===== config.mk =====
export PLATFORM = sky130hd
export DESIGN_NAME = wrr_burst_sched
export DESIGN_NICKNAME = d
export VERILOG_FILES = /design/src/rtl/wrr_burst_sched_pkg.sv /design/src/rtl/wrr_burst_sched_rr_pick.sv /design/src/rtl/wrr_burst_sched.sv
export SDC_FILE = /design/constraint.sdc
export NUM_CORES = 1
export LEC_CHECK = 0
export CAP_MARGIN = 25
export CORE_UTILIZATION = 40
export DETAILED_ROUTE_END_ITERATION = 8
export HOLD_SLACK_MARGIN = 0.03
export PLACE_DENSITY = 0.69
export SLEW_MARGIN = 20
export SYNTH_ARGS = -nofsm -noshare
export SYNTH_HDL_FRONTEND = slang
export SYNTH_SLANG_ARGS = --single-unit
export TNS_END_PERCENT = 100

===== constraint.sdc =====
create_clock -name clk -period 2.95 [get_ports clk]
set_clock_uncertainty 0.15 [all_clocks]
set_input_delay 0.4425 -clock clk [delete_from_list [all_inputs] [get_ports clk]]
set_output_delay 0.4425 -clock clk [all_outputs]
set_load 0.05 [all_outputs]

===== src/rtl/wrr_burst_sched_pkg.sv =====
// Shared types and helpers for the weighted round-robin burst scheduler.
// Default geometry comes from NUM_REQS / ARB_QWID macros when the build does not supply them.
`ifndef NUM_REQS
`define NUM_REQS 4
`endif
`ifndef ARB_QWID
`define ARB_QWID 4
`endif

package wrr_pkg;

  typedef enum logic {IDLE, SERVE} wrr_state_t;

  // Upper bounds for the generic weight-slice helper.
  localparam int WMAX = 1024;
  localparam int QMAX = 32;

  function automatic int idx_w(input int n);
    return (n < 2) ? 1 : $clog2(n);
  endfunction

  function automatic logic [QMAX-1:0] weight_at(input logic [WMAX-1:0] w,
                                                input int unsigned i,
                                                input int unsigned qw);
    return QMAX'(w >> (i * qw));
  endfunction

endpackage


===== src/rtl/wrr_burst_sched_rr_pick.sv =====
// Combinational rotating-priority encoder: first set bit of elig at or after ptr,
// wrapping from NUM_REQS-1 back to 0.
module rr_pick
  import wrr_pkg::*;
#(
  parameter int NUM_REQS = 4,
  localparam int IDXW = idx_w(NUM_REQS)
)(
  input  logic [NUM_REQS-1:0] elig,
  input  logic [IDXW-1:0]     ptr,
  output logic                found,
  output logic [IDXW-1:0]     idx
);

  function automatic logic [IDXW-1:0] wrap_add(input logic [IDXW-1:0] p, input int k);
    int s;
    s = int'(p) + k;
    if (s >= NUM_REQS) s = s - NUM_REQS;
    return IDXW'(s);
  endfunction

  // Scan from farthest to nearest so the nearest eligible requester wins.
  always_comb begin
    found = 1'b0;
    idx   = '0;
    for (int k = NUM_REQS - 1; k >= 0; k--) begin
      if (elig[wrap_add(ptr, k)]) begin
        found = 1'b1;
        idx   = wrap_add(ptr, k);
      end
    end
  end

endmodule


===== src/rtl/wrr_burst_sched.sv =====
// Weighted round-robin burst scheduler sharing one pop port among NUM_REQS FIFOs.
// Define WRR_SVA_EN to compile in the concurrent assertions and the formal weight assumption.
module wrr_burst_sched
  import wrr_pkg::*;
#(
  parameter int NUM_REQS = `NUM_REQS,
  parameter int QWID     = `ARB_QWID,
  localparam int IDXW    = idx_w(NUM_REQS)
)(
  input  logic                     clk,
  input  logic                     rst,
  input  logic [NUM_REQS-1:0]      reqs,
  input  logic [NUM_REQS*QWID-1:0] weights,
  input  logic                     out_rdy,
  output logic [NUM_REQS-1:0]      gnt,
  output logic [IDXW-1:0]          owner,
  output logic                     busy
);

  wrr_state_t      state, state_d;
  logic [IDXW-1:0] ptr, ptr_d;
  logic [IDXW-1:0] cur, cur_d;
  logic [QWID-1:0] cnt, cnt_d;

  logic [WMAX-1:0]     weights_ext;
  logic [QWID-1:0]     wt [NUM_REQS];
  logic [NUM_REQS-1:0] elig;
  logic                pick_found;
  logic [IDXW-1:0]     pick_idx;
  logic [NUM_REQS-1:0] gnt_raw;
  logic [IDXW-1:0]     cur_next;

  assign weights_ext = WMAX'(weights);

  always_comb begin
    for (int i = 0; i < NUM_REQS; i++) begin
      wt[i]   = QWID'(weight_at(weights_ext, i, QWID));
      elig[i] = reqs[i] && (wt[i] != '0);
    end
  end

  rr_pick #(.NUM_REQS(NUM_REQS)) u_pick (
    .elig  (elig),
    .ptr   (ptr),
    .found (pick_found),
    .idx   (pick_idx)
  );

  assign cur_next = (cur == IDXW'(NUM_REQS - 1)) ? '0 : cur + 1'b1;

  always_comb begin
    state_d = state;
    ptr_d   = ptr;
    cur_d   = cur;
    cnt_d   = cnt;
    gnt_raw = '0;
    unique case (state)
      IDLE: begin
        if (pick_found) begin
          cur_d   = pick_idx;
          cnt_d   = wt[pick_idx];
          state_d = SERVE;
        end
      end
      SERVE: begin
        // A drained owner gives up the port immediately, without a beat.
        if (!reqs[cur]) begin
          state_d = IDLE;
          ptr_d   = cur_next;
        end else if (out_rdy) begin
          gnt_raw[cur] = 1'b1;
          if (cnt == QWID'(1)) begin
            state_d = IDLE;
            ptr_d   = cur_next;
          end else begin
            cnt_d = cnt - 1'b1;
          end
        end
      end
      default: state_d = IDLE;
    endcase
  end

  always_ff @(posedge clk) begin
    if (rst) begin
      state <= IDLE;
      ptr   <= '0;
      cur   <= '0;
      cnt   <= '0;
    end else begin
      state <= state_d;
      ptr   <= ptr_d;
      cur   <= cur_d;
      cnt   <= cnt_d;
    end
  end

  // Reset masks the combinational outputs in the reset cycle itself.
  assign busy  = (state == SERVE) && !rst;
  assign gnt   = rst ? '0 : gnt_raw;
  assign owner = busy ? cur : '0;

`ifdef WRR_SVA_EN
  logic [QWID-1:0] sva_wt;

  always_ff @(posedge clk) begin
    if (rst) sva_wt <= '0;
    else if (state == IDLE && pick_found) sva_wt <= wt[pick_idx];
  end

  a_onehot: assert property (@(posedge clk) disable iff (rst) $onehot0(gnt));
  a_cnt:    assert property (@(posedge clk) disable iff (rst) busy |-> (cnt != '0));
  a_wt:     assert property (@(posedge clk) disable iff (rst) (gnt != '0) |-> (sva_wt != '0));
  m_wt:     assume property (@(posedge clk) disable iff (rst) $stable(weights));

  for (genvar g = 0; g < NUM_REQS; g++) begin : g_sva
    a_gnt: assert property (@(posedge clk) disable iff (rst)
                            gnt[g] |-> (reqs[g] && out_rdy && busy));
  end
`endif

endmodule


## After elaboration in Yosys (flattened, before gate mapping)

Index checks and enable logic that the tools add are counted.
W data, S select, Z words.

| cells by class | value |
|---|---|
| $add $sub $neg | 9 |
| magnitude comparators | 11 |
| eq/ne operators | 8 |
| mux-type cells | 46 |
| bitwise gates (word level) | 2 |
| reduce and logical (&&, ||, !) cells | 14 |

Operator list:

| operator | count |
|---|---|
| $mux W4 | 10 |
| $mux W2 | 13 |
| $reduce_bool A4 Y1 | 4 |
| $lt A2 B3 Y1 const B | 5 |
| $mux W1 | 14 |
| $ge A3 B3 Y1 const B | 4 |
| $bmux W1 S2 | 5 |
| $bmux W4 S2 | 1 |
| $ne A2 B2 Y1 const B | 4 |
| $pmux W4 S2 | 1 |
| $sub A2 B1 Y2 const B | 4 |
| $add A2 B2 Y3 const B | 2 |
| $logic_and A1 B1 Y1 | 6 |
| $eq A4 B1 Y1 const B | 1 |
| $ne A2 B1 Y1 const B | 2 |
| $reduce_and A4 Y1 | 1 |
| $sub A4 B1 Y4 const B | 1 |
| $add A2 B1 Y3 const B | 1 |
| $ge A2 B3 Y1 const B | 1 |
| $not A2 Y3 | 1 |
| $reduce_and A3 Y1 | 1 |
| $add A2 B1 Y2 const B | 1 |
| $demux W1 S2 | 1 |
| $eq A2 B2 Y1 const B | 1 |
| other kinds (5) | 5 |

| storage, ports and cells | value |
|---|---|
| bits in registers | 9 |

## Depth between registers and ports, before layout

Gate-level depths: netlist of run 1.

| depth | value |
|---|---|
| word-level depth | 15 |
| gate-level depth with buffers | 8 |
| depth with buffers taken out | 8 |

## Modules after synthesis

Synthesis of run 1 repeated with hierarchy kept, for this count alone.

| second synthesis, totals | value |
|---|---|
| cell total of the unflattened synthesis | 100 |
| area total of the unflattened synthesis | 913.4 um2 |

By module, submodules not included:

| module | times used | cells each | area each (um2) | seq. area each (um2) |
|---|---|---|---|---|
| wrr_burst_sched | 1 | 87 | 835.8 | 180.2 |
| rr_pick | 1 | 13 | 77.6 | 0.0 |

## Worst setup path before layout of run 1

No wires, ideal clock.

| path | value |
|---|---|
| path type | in2out |
| from | input port rst |
| to | output port gnt[0] |
| arrival | 2131 ps |
| required time | 2358 ps |
| path slack | 227 ps |
| stages | 4 |
| path buffers | 1 |
| cell sequence | clkbuf_1 -> nor2b_1 -> and3_1 -> and2_1 |

| on the way | value |
|---|---|
| cells in the longest elaborated chain, start to end | 1 |

RTL lines:

| item | line | source |
|---|---|---|
| start, declared | wrr_burst_sched.sv:11 | `input logic rst,` |
| $mux W4 | wrr_burst_sched.sv:100 | `assign gnt = rst ? '0 : gnt_raw;` |
| end, declared | wrr_burst_sched.sv:15 | `output logic [NUM_REQS-1:0] gnt,` |

No other way between the ends.

## Worst setup path in the final report of run 1

| path | value |
|---|---|
| from | input port weights[1] |
| to | register cnt[0] |

| on the way | value |
|---|---|
| cells in the longest elaborated chain, start to end | 14 |
| elaborated cells on any way between the ends | 26 |
| those cells by class | 1 x eq/ne; 21 x mux; 1 x bitwise; 3 x reduce/logical |

RTL lines:

| item | line | source |
|---|---|---|
| start, declared | wrr_burst_sched.sv:13 | `input logic [NUM_REQS*QWID-1:0] weights,` |
| $reduce_bool A4 Y1 (*) | wrr_burst_sched.sv:38 | `elig[i] = reqs[i] && (wt[i] != '0);` |
| $logic_and A1 B1 Y1 (*) | wrr_burst_sched.sv:38 |  |
| $bmux W1 S2 | wrr_burst_sched_rr_pick.sv:27 | `if (elig[wrap_add(ptr, k)]) begin` |
| $mux W1 (not written as such) | wrr_burst_sched_rr_pick.sv:27 |  |
| $mux W2 (4 in series) | wrr_burst_sched_rr_pick.sv:27 |  |
| $not A2 Y3 (not written as such) | wrr_burst_sched.sv:61 | `cnt_d = wt[pick_idx];` |
| $bmux W4 S2 | wrr_burst_sched.sv:61 |  |
| $mux W4 (not written as such) (2 in series) | wrr_burst_sched.sv:61 |  |
| $mux W4 | wrr_burst_sched.sv:59 | `if (pick_found) begin` |
| $pmux W4 S2 | wrr_burst_sched.sv:57 | `unique case (state)` |
| end signal, assigned | wrr_burst_sched.sv:94 | `cnt <= cnt_d;` |
| end, declared | wrr_burst_sched.sv:23 | `logic [QWID-1:0] cnt, cnt_d;` |

Every way passes the cells marked *; elsewhere a longest branch is shown, timed or not. The select of a mux whose other input is x is not followed.
A chain may end at the register's enable or synchronous reset.

==> run summary, run 1 <==
* **Cell Rows** 16
* **Synth warnings** 0
* **Pleak** 0.524 nW
* **number of port buffers** 29
* **mean cell area of the mapped netlist** 8.44 um^2
* **setup slack, reg-to-reg** 830 ps
* **Final GP Congestion** 0.861
* **initial antenna violation count** 0
* **Initial Utilization** 43.0%
* **diodes inserted** 0
* **number of design-rule violations left by the first detailed-router iteration** 15
* **critical path capture point type** register
* **worst flop-to-flop path startpoint** cur[1]
* **H-tree depth** 1
* **Final period util** 90.1%
* **Die W** 48.2 um
* **slew of the pin with the lowest slew margin** 593 ps
* **setup TNS after final layout** 0 ps
* **post-CTS clock slew at the launch and capture registers of the worst setup and hold paths** 70 ps
* **Routed WL** 2.25 mm
* **Post-CTS Setup Repair Bufs** 0
* **Synth-to-Final Area Change** 46.5%
* **synthesized instance count** 101
* **average wire length per cell after detail routing** 13.3 um
* **global route overflow** 0
* **MaxCap Viol Count** 0
* **path class of the lowest-slack min-delay path** reg2reg
* **CTS tree** built
* **run status** finished clean
* **Comb pwr share** 41.3%
* **Die Outline Area** 0.00232 mm^2
* **vias in the first global route** 806
* **post-layout minimum cycle time** 2660 ps
* **arrival time at the worst endpoint** 2700 ps
* **Max Buffers Root-to-Sink** 2
* **Area contributors post-synth** sky130_fd_sc_hd__dfxtp_1 (21%), sky130_fd_sc_hd__ha_1 (8.8%), sky130_fd_sc_hd__mux2i_1 (7.0%)
* **DR pass1 iterations** 4
* **Clock Power Share** 23.0%
* **Post-Place Worst Slack** 61.1 ps
* **Final Hold Viols** 0
* **hold-fix buffers at CTS** 0
* **Die Span Y** 48.2 um
* **overall via count from detail_route** 904
* **most frequent standard cell in the layout excluding fill and tap cells** sky130_fd_sc_hd__clkdlybuf4s50_1
* **cell depth of the worst flop-to-flop path** 4
* **Worst slew margin** 60.1%
* **remaining antenna violation count** 0
* **Sw Share** 35.2%
* **instance area after placement** 0.00122 mm^2
* **Mapped Nets** 130
* **area share of the largest cell type after synthesis** 21.1%
* **cell accounting for the most synthesized area** sky130_fd_sc_hd__dfxtp_1
* **synthesis-stage register bit count** 9
* **GR Util All Layers** 21.9%
* **core area** 0.00198 mm^2
* **Layout Nets** 172
* **DRC violation count after routing** 0
* **total power** 437 uW
* **Switching Power** 154 uW
* **first-pass GRT wire length** 3.42 mm
* **source of the worst hold timing path** state
* **ports placed on the boundary** 30
* **relative contribution of sequential cells to total power** 35.7%
* **detail-routed via count per cell** 5.35
* **unique cell type count in the Yosys netlist** 35
* **internal power consumption** 283 uW
* **placed wire-length estimate** 1.84 mm
* **total number of clock tree sinks** 9
* **sequential cell area fraction in the yosys report** 21.1%
* **ratio of cells with drive above 1 in the final layout** 18.3%
* **CP Max Fanout** 4
* **Critical Path Start Type** input port
* **total met2 wirelength after detailed routing** 1.09 mm
* **uppermost routed layer** met4
* **post-synthesis instance area** 852 um^2
* **pin count of the biggest net entering global routing** 10
* **worst path required time** 2990 ps
* **commonest cells after routing, fill and taps aside** sky130_fd_sc_hd__clkdlybuf4s50_1 (22), sky130_fd_sc_hd__buf_4 (16), sky130_fd_sc_hd__nor2_1 (15)
* **root buffer cell** sky130_fd_sc_hd__clkbuf_4
* **final worst-path setup slack** 291 ps
* **RSZ-0062 raised after global routing** false
* **wire length the detailed router placed on met1** 1.03 mm
* **final standard cell utilization of the core** 63.0%
* **maximum clock frequency** 376 MHz
* **Pwr per Cell Area** 350 mW/mm^2
* **Inserted Clock Buffers** 3
* **destination of the worst hold path** state
* **cell area after layout** 0.00125 mm^2
* **clock insertion delay at the later pin of the skew report** 270 ps
* **maximum ir drop on the vdd rail** 0.277 mV
* **met3 wire length** 112 um
* **Final Max Slew Viols** 0
* **number of cells on the worst hold path** 2
* **R2R Path End** ptr[1]
* **post-cts resize count** 0
* **final setup violating endpoints** 0
* **worst setup path class** in2reg
==> power by group through the flow <==
stage | Clock, mW | Sequential, mW | Combinational, mW
2_1_floorplan | 0 | 0.153 | 0.109
3_3_place_gp | 0 | 0.158 | 0.177
3_5_place_dp | 0 | 0.159 | 0.180
4_1_cts | 0.101 | 0.156 | 0.182
5_1_grt | 0.109 | 0.158 | 0.200
6_report | 0.101 | 0.156 | 0.181
==> worst max-delay path, cell delays in order <==
cell	delay, ps
sky130_fd_sc_hd__clkdlybuf4s50_1	440
sky130_fd_sc_hd__buf_4	150
sky130_fd_sc_hd__or4_1	530
sky130_fd_sc_hd__a222oi_1	310
sky130_fd_sc_hd__o21ai_0	250
sky130_fd_sc_hd__nor3_1	250
sky130_fd_sc_hd__buf_4	170
sky130_fd_sc_hd__a22oi_1	80
sky130_fd_sc_hd__o31ai_1	80
==> cells in the mapped netlist <==
master                     number
sky130_fd_sc_hd__nor2_1        15
sky130_fd_sc_hd__dfxtp_1        9
sky130_fd_sc_hd__and2_1         6
sky130_fd_sc_hd__ha_1           6
sky130_fd_sc_hd__inv_1          6
sky130_fd_sc_hd__mux2i_1        6
sky130_fd_sc_hd__nand2_1        5
sky130_fd_sc_hd__a22oi_1        4
sky130_fd_sc_hd__o31ai_1        4
sky130_fd_sc_hd__a21oi_1        3
sky130_fd_sc_hd__nor2b_1        3
sky130_fd_sc_hd__o41ai_1        3
sky130_fd_sc_hd__a21boi_0       2
sky130_fd_sc_hd__and3_1         2
sky130_fd_sc_hd__mux2_2         2
sky130_fd_sc_hd__nand4_1        2
sky130_fd_sc_hd__nor3_1         2
sky130_fd_sc_hd__o21ai_0        2
sky130_fd_sc_hd__or4_1          2
sky130_fd_sc_hd__xor2_1         2
sky130_fd_sc_hd__a221oi_4       1
sky130_fd_sc_hd__a222oi_1       1
sky130_fd_sc_hd__clkbuf_1       1
sky130_fd_sc_hd__mux2_1         1
sky130_fd_sc_hd__mux2_4         1
sky130_fd_sc_hd__mux4_2         1
sky130_fd_sc_hd__nand2b_1       1
sky130_fd_sc_hd__nand3_1        1
sky130_fd_sc_hd__nor3b_1        1
sky130_fd_sc_hd__nor4_1         1
sky130_fd_sc_hd__o21bai_1       1
sky130_fd_sc_hd__o41a_1         1
sky130_fd_sc_hd__o41ai_2        1
sky130_fd_sc_hd__or3b_2         1
sky130_fd_sc_hd__xnor2_1        1
==> kinds of logic after synthesis <==
| logic type | Yosys count | synth area share [%] |
|---|---|---|
| xor gates and xnor gates | 3 | 3.08 |
| AOI/OAI and AO/OA | 23 | 23.2 |
| DFF | 9 | 21.1 |
| muxes | 11 | 15.4 |
| adders and majority gates | 6 | 8.81 |
| buffers and inverters | 7 | 3.08 |
| and+or+nand+nor | 42 | 25.3 |
==> worst max path at each step <==
stage | slack [ps] | end | cells after the start | from
floorplan | 230 | gnt[0] | 4 | rst
global placement | 100 | cnt[3] | 8 | weights[9]
detailed placement | 60 | cnt[0] | 9 | weights[1]
CTS | 320 | cnt[0] | 9 | weights[1]
global route | 160 | cnt[3] | 9 | weights[1]
finish | 290 | cnt[0] | 9 | weights[1]
==> routing by layer <==
metal	GRT usage (%)	vias to the layer above
li1	-	460
met1	27.3	423
met2	37.1	19
met3	6.67	2
met4	5.00	0
met5	0	-
==> registers in the layout, summed over array words and instances (netlist names) <==
name   flops
cnt        4
cur        2
ptr        2
state      1
==> cell type report <==
type,instances,area [um^2]
clock buffers,4,26.3
well taps,27,33.8
repair buffers,38,340
fillers,177,733
multi-input cells,85,646
inverters,6,22.5
flip-flops and latches,9,180
==> stage by stage <==
step,hold WS (ps),std cells
5_1_grt,454,169
3_3_place_gp,398,165
3_5_place_dp,401,165
6_report,415,169
4_1_cts,415,169
2_1_floorplan,357,101
No activity file was read; power rests on OpenSTA's default activity.
==> run 2, diff against run 1 <==
- CORE_UTILIZATION: 40 -> 25
- GPL_ROUTABILITY_DRIVEN: default -> 0
- PLACE_DENSITY: 0.69 -> 0.47
- clock period: 2.95 -> 3.37 ns (I/O delays scaled with it)
==> run 2 against run 1 <==
  * Routed wire length rose by 3.8%
  * Clock power fell by 15%
  * Final cell count rose by 7.1%
  * Critical endpoint is now cnt[3]
  * Via count fell by 3.8%
  * Combinational power fell by 15%
  * Sequential share of layout area rose by 0.10 points
==> run summary, run 2 (synthesis gave the netlist of run 1 again) <==
* **Switching Power** 132 uW, was 154 uW
* **setup TNS after final layout** 0 ps, unchanged
* **Max Buffers Root-to-Sink** 2, unchanged
* **Cell Rows** 20, was 16
* **Synth-to-Final Area Change** 45.5%, was 46.5%
* **average wire length per cell after detail routing** 12.9 um, was 13.3 um
* **Layout Nets** 167, was 172
* **busiest metal layer after global routing** met2, unchanged
* **total power** 377 uW, was 437 uW
* **Final Hold Viols** 0, unchanged
* **GR Util All Layers** 13.7%, was 21.9%
* **pin count of the biggest net entering global routing** 9, was 10
* **CTS tree** built, unchanged
* **placed wire-length estimate** 2.00 mm, was 1.84 mm
* **Initial Utilization** 27.0%, was 43.0%
* **Sw Share** 35.1%, was 35.2%
* **Die Outline Area** 0.00365 mm^2, was 0.00232 mm^2
* **initial antenna violation count** 0, unchanged
* **global routing usage on met2** 22.9%, was 37.1%
* **delay of the slowest cell on the worst path** 520 ps, was 530 ps
* **registers with the most flip-flops** cnt x4, cur x2, ptr x2, unchanged
* **detail-routed via count per cell** 4.81, was 5.35
* **slew of the pin with the lowest slew margin** 522 ps, was 593 ps
* **DRC violation count after routing** 0, unchanged
* **Final period util** 82.2%
* **fill cell instance count of the final layout** 339, was 177
* **first-pass GRT wire length** 3.71 mm, was 3.42 mm
* **maximum ir drop on the vdd rail** 0.128 mV, was 0.277 mV
* **destination of the critical timing path** cnt[3], was cnt[0]
* **worst path required time** 3370 ps, was 2990 ps
* **Clock Power Share** 22.8%, was 23.0%
* **CP Max Fanout** 5, was 4
* **setup slack, reg-to-reg** 1310 ps, was 830 ps
* **ratio of cells with drive above 1 in the final layout** 13.1%, was 18.3%
* **core area** 0.00315 mm^2, was 0.00198 mm^2
* **Post-CTS Setup Repair Bufs** 0, unchanged
* **ordered cell list for the critical path** clkdlybuf4s50_1 > o41ai_2 > mux2i_1 > a221oi_4 > mux2_1 > a22oi_1 > o31ai_1, was clkdlybuf4s50_1 > buf_4 > or4_1 > a222oi_1 > o21ai_0 > nor3_1 > buf_4 > a22oi_1 > o31ai_1
* **relative contribution of sequential cells to total power** 36.4%, was 35.7%
* **fraction of met1 tracks used by global routing** 17.2%, was 27.3%
* **maximum clock frequency** 361 MHz
* **Comb pwr share** 40.8%, was 41.3%
* **Inserted Clock Buffers** 3, unchanged
* **root buffer cell** sky130_fd_sc_hd__clkbuf_4, unchanged
* **commonest cells after routing, fill and taps aside** sky130_fd_sc_hd__clkdlybuf4s50_1 (25), sky130_fd_sc_hd__nor2_1 (15), sky130_fd_sc_hd__dfxtp_1 (9), was sky130_fd_sc_hd__clkdlybuf4s50_1 (22), sky130_fd_sc_hd__buf_4 (16), sky130_fd_sc_hd__nor2_1 (15)
* **Die W** 60.4 um, was 48.2 um
* **most frequent standard cell in the layout excluding fill and tap cells** sky130_fd_sc_hd__clkdlybuf4s50_1, unchanged
* **Critical Path Start Type** input port, unchanged
* **vias in the first global route** 792, was 806
* **post-cts resize count** 0, unchanged
* **post-layout minimum cycle time** 2770 ps
* **R2R Path End** cnt[3], was ptr[1]
* **internal power consumption** 244 uW, was 283 uW
* **post-CTS clock slew at the launch and capture registers of the worst setup and hold paths** 60 ps, was 70 ps
* **Cells after DPL** 177, was 165
* **run status** finished clean, unchanged
* **number of port buffers** 29, unchanged
* **total number of clock tree sinks** 9, unchanged
* **count of non-filler cells in the finished layout** 181, was 169
* **Pwr per Cell Area** 304 mW/mm^2, was 350 mW/mm^2
* **worst flop-to-flop path startpoint** cur[1], unchanged
* **worst setup path class** in2reg, unchanged
* **cell depth of the worst flop-to-flop path** 6, was 4
* **arrival time at the worst endpoint** 2770 ps, was 2700 ps
* **Worst slew margin** 64.9%, was 60.1%
* **met3 usage in global routing** 3.84%, was 6.67%
* **clock insertion delay at the later pin of the skew report** 270 ps, about the same
* **Routed WL** 2.33 mm, was 2.25 mm
* **RSZ-0062 raised after global routing** false, unchanged
* **final setup violating endpoints** 0, unchanged
* **H-tree depth** 1, unchanged
* **source of the critical timing path** weights[9], was weights[1]
* **path class of the lowest-slack min-delay path** reg2reg, unchanged
* **hold-fix buffers at CTS** 0, unchanged
* **number of cells on the worst hold path** 2, unchanged
* **overall via count from detail_route** 870, was 904
* **ports placed on the boundary** 30, unchanged
* **master of the slowest instance on the critical path** sky130_fd_sc_hd__o41ai_2, was sky130_fd_sc_hd__or4_1
* **Final Max Slew Viols** 0, unchanged
* **number of design-rule violations left by the first detailed-router iteration** 36, was 15
* **critical path capture point type** register, unchanged
* **max reg flops** 4, unchanged
* **register with the most flip-flops** cnt, unchanged
* **diodes inserted** 0, unchanged
* **remaining antenna violation count** 0, unchanged
* **Pleak** 0.494 nW, was 0.524 nW
* **DR pass1 iterations** 4, unchanged
* **global route overflow** 0, unchanged
* **Die Span Y** 60.4 um, was 48.2 um
* **final standard cell utilization of the core** 39.3%, was 63.0%
* **MaxCap Viol Count** 0, unchanged
[run 2: per-stage QoR]
step                area [um^2]  hold WS, ps  setup WS, ps
floorplan                   852          357           521
global placement           1210          402           336
detailed placement         1210          402           343
CTS                        1240          417           616
global route               1240          458           479
finish                     1240          421           601
[run 2: how the worst min path moves through the flow]
stage	from	slack, ps	to
5_1_grt	state	460	state
3_3_place_gp	state	400	state
4_1_cts	state	420	state
3_5_place_dp	state	400	state
6_report	state	420	state
2_1_floorplan	cur[0]	360	cur[0]
[run 2: metal layers]
| layer | routed length, um | vias to the layer above |
|---|---|---|
| met5 | 0 | - |
| li1 | - | 448 |
| met2 | 1160 | 8 |
| met1 | 1100 | 411 |
| met3 | 56 | 3 |
| met4 | 19 | 0 |
[run 2: area by class of cell]
class	instances	area, um^2	share of cell area (%)
inverter	6	22.5	1.82
multi-input combinational	85	646	52.1
sequential	9	180	14.5
timing repair buffer	33	310	25.0
clock buffer	4	26.3	2.12
tap	44	55.1	4.44
[run 2: worst max-delay path: cells and delay by family]
kind / cells / cell delay, ps
AO/OA/AOI/OAI: 4 / 1220
multiplexers: 2 / 600
buffers and inverters: 1 / 440
[run 2: power by group through the flow]
stage	Combinational (mW)	Clock [mW]	Sequential (mW)
after floorplan	0.0953	0	0.134
after global placement	0.156	0	0.140
after detailed placement	0.154	0	0.140
after CTS	0.155	0.0899	0.137
after global routing	0.171	0.0930	0.139
final	0.154	0.0858	0.137
==> run 3, diff against run 2 <==
- PLACE_DENSITY: 0.47 -> 0.48
- clock period: 3.37 -> 2.4 ns (I/O delays scaled with it)
==> run 3 against run 2 <==
  * Sequential share of layout area fell by 2.2 points
  * Critical endpoint is now cnt[2]
  * Core utilization rose by 7.4 points
  * Largest cell class unchanged
  * Via count rose by 9.3%
  * Count of clock-buffer cells in the layout did not move
==> run summary, run 3 (synthesis gave the netlist of run 1 again) <==
* **Final Max Slew Viols** 0, unchanged
* **Pwr per Cell Area** 392 mW/mm^2, was 304 mW/mm^2
* **registers with the most flip-flops** cnt x4, cur x2, ptr x2, unchanged
* **remaining antenna violation count** 0, unchanged
* **critical path capture point type** register, unchanged
* **number of port buffers** 29, unchanged
* **slew of the pin with the lowest slew margin** 298 ps, was 522 ps
* **RSZ-0062 raised after global routing** false, unchanged
* **Critical Path Start Type** input port, unchanged
* **ordered cell list for the critical path** clkdlybuf4s50_1 > o41ai_2 > buf_4 > o21bai_1 > a221oi_4 > buf_6 > mux2_2 > a22oi_1 > o31ai_1, was clkdlybuf4s50_1 > o41ai_2 > mux2i_1 > a221oi_4 > mux2_1 > a22oi_1 > o31ai_1
* **cell type group with the largest total delay on the critical path** buffers and inverters, was compound AO/OA/AOI/OAI gates
* **relative contribution of sequential cells to total power** 33.4%, was 36.4%
* **run status** finished clean, unchanged
* **instance area after placement** 0.00136 mm^2, was 0.00121 mm^2
* **Routed WL** 2.62 mm, was 2.33 mm
* **vias in the first global route** 966, was 792
* **CTS tree** built, unchanged
* **post-CTS clock slew at the launch and capture registers of the worst setup and hold paths** 60 ps, about the same
* **post-layout minimum cycle time** 2290 ps
* **pin count of the biggest net entering global routing** 9, unchanged
* **Die W** 60.4 um, unchanged
* **Comb pwr share** 46.1%, was 40.8%
* **H-tree depth** 1, unchanged
* **overall via count from detail_route** 951, was 870
* **arrival time at the worst endpoint** 2290 ps, was 2770 ps
* **internal power consumption** 378 uW, was 244 uW
* **total number of clock tree sinks** 9, unchanged
* **Layout Nets** 186, was 167
* **Sw Share** 34.4%, was 35.1%
* **initial antenna violation count** 0, unchanged
* **worst path required time** 2400 ps, was 3370 ps
* **Cell Rows** 20, unchanged
* **max reg flops** 4, unchanged
* **Final Hold Viols** 0, unchanged
* **global route overflow** 0, unchanged
* **Final period util** 95.4%
* **DRC violation count after routing** 0, unchanged
* **placed wire-length estimate** 2.20 mm, was 2.00 mm
* **fill cell instance count of the final layout** 355, was 339
* **Die Span Y** 60.4 um, unchanged
* **Clock Power Share** 20.5%, was 22.8%
* **first-pass GRT wire length** 4.38 mm, was 3.71 mm
* **CP Max Fanout** 5, unchanged
* **register with the most flip-flops** cnt, unchanged
* **DR pass1 iterations** 5, was 4
* **cell area after layout** 0.00147 mm^2, was 0.00124 mm^2
* **setup TNS after final layout** 0 ps, unchanged
* **final setup violating endpoints** 0, unchanged
* **core area** 0.00315 mm^2, unchanged
* **average wire length per cell after detail routing** 13.1 um, was 12.9 um
* **maximum ir drop on the vdd rail** 0.288 mV, was 0.128 mV
* **ports placed on the boundary** 30, unchanged
* **GR Util All Layers** 16.1%, was 13.7%
* **MaxCap Viol Count** 0, unchanged
* **sum of buffers and inverters on the critical path** 3, was 1
* **detail-routed via count per cell** 4.76, was 4.81
* **number of design-rule violations left by the first detailed-router iteration** 44, was 36
* **commonest cells after routing, fill and taps aside** sky130_fd_sc_hd__buf_4 (26), sky130_fd_sc_hd__nor2_1 (15), sky130_fd_sc_hd__clkdlybuf4s50_1 (10), was sky130_fd_sc_hd__clkdlybuf4s50_1 (25), sky130_fd_sc_hd__nor2_1 (15), sky130_fd_sc_hd__dfxtp_1 (9)
* **Die Outline Area** 0.00365 mm^2, unchanged
* **Switching Power** 199 uW, was 132 uW
* **diodes inserted** 0, unchanged
* **Inserted Clock Buffers** 3, unchanged
* **Max Buffers Root-to-Sink** 2, unchanged
* **Worst slew margin** 80.0%, was 64.9%
* **path class of the lowest-slack min-delay path** in2reg, was reg2reg
* **Synth-to-Final Area Change** 72.8%, was 45.5%
* **root buffer cell** sky130_fd_sc_hd__clkbuf_4, unchanged
* **worst setup path class** in2reg, unchanged
* **delay of the slowest cell on the worst path** 500 ps, was 520 ps
* **Initial Utilization** 27.0%, unchanged
* **clock insertion delay at the later pin of the skew report** 260 ps, was 270 ps
* **master of the slowest instance on the critical path** sky130_fd_sc_hd__clkdlybuf4s50_1, was sky130_fd_sc_hd__o41ai_2
* **maximum clock frequency** 437 MHz
* **Pleak** 0.674 nW, was 0.494 nW
* **most frequent standard cell in the layout excluding fill and tap cells** sky130_fd_sc_hd__buf_4, was sky130_fd_sc_hd__clkdlybuf4s50_1
* **ratio of cells with drive above 1 in the final layout** 30.8%, was 13.1%
==> run 3: cell count changes in the layout (fill, tap and decap cells not counted), moves of 3 or more <==
cell | previous run | this run
sky130_fd_sc_hd__dlymetal6s2s_1 | 0 | 5
sky130_fd_sc_hd__dlygate4sd2_1 | 0 | 7
sky130_fd_sc_hd__buf_4 | 8 | 26
sky130_fd_sc_hd__buf_12 | 0 | 3
sky130_fd_sc_hd__clkdlybuf4s50_1 | 25 | 10
==> run 3: what timing repair did <==
item | 4_1_cts | 5_1_grt
endpoints found under the setup margin | 8 | 8
resized for setup | 13 | 10
buffers inserted | 3 | 1
pin swaps | 5 | 4
hold buffers | 0 | 0
gates cloned | 0 | 0
==> run 3: final timing paths <==
check | end | cells past startpoint | slack [ps] | from
worst max-delay path | cnt[2] | 9 | 110 | weights[12]
worst min-delay path | cnt[3] | 3 | 390 | weights[3]
worst max register to register | cnt[3] | 7 | 390 | cur[1]
worst min register to register | cnt[1] | 2 | 410 | cnt[1]
==> run 3: area by class of cell <==
type	instances	area [um^2]	share of cell area, %
Tap cell	44	55.1	3.74
Sequential cell	9	181	12.3
Multi-Input combinational cell	85	697	47.3
Inverter	6	22.5	1.53
Clock buffer	4	26.3	1.78
Timing Repair Buffer	52	490	33.3
==> run 3: stage by stage <==
stage	util (%)	cells	setup slack, ps	total power [mW]	hold WS (ps)
6_report	46.7	200	110	0.577	391
3_5_place_dp	43.1	192	-414	0.446	411
3_3_place_gp	43.1	192	-389	0.442	404
5_1_grt	46.7	200	2.63	0.622	430
4_1_cts	45.1	199	0.883	0.577	419
2_1_floorplan	-	101	43.7	0.323	357
==> run 3: worst reg2reg max path, delay by kind of cell, from the launching register on <==
| family | cells | cell delay [ps] |
|---|---|---|
| and+or+nand+nor | 2 | 230 |
| DFF | 1 | 390 |
| buffers and inverters | 1 | 150 |
| AOI/OAI and AO/OA | 2 | 280 |
| muxes | 1 | 530 |
| xor gates and xnor gates | 1 | 150 |
==> run 3: metal layers <==
layer	vias to the layer above	part of all wire, %	track usage [%]
li1	487	-	-
met1	455	46	20.2
met2	9	51	29.2
met3	0	2.9	3.84
met4	0	0	0.997
met5	-	0	0
==> run 3: power groups by stage <==
stage / Clock, mW / Combinational [mW] / Sequential, mW
6_report: 0.118 / 0.266 / 0.193
5_1_grt: 0.134 / 0.290 / 0.197
4_1_cts: 0.122 / 0.262 / 0.193
3_5_place_dp: 0 / 0.250 / 0.196
3_3_place_gp: 0 / 0.247 / 0.195
2_1_floorplan: 0 / 0.134 / 0.188
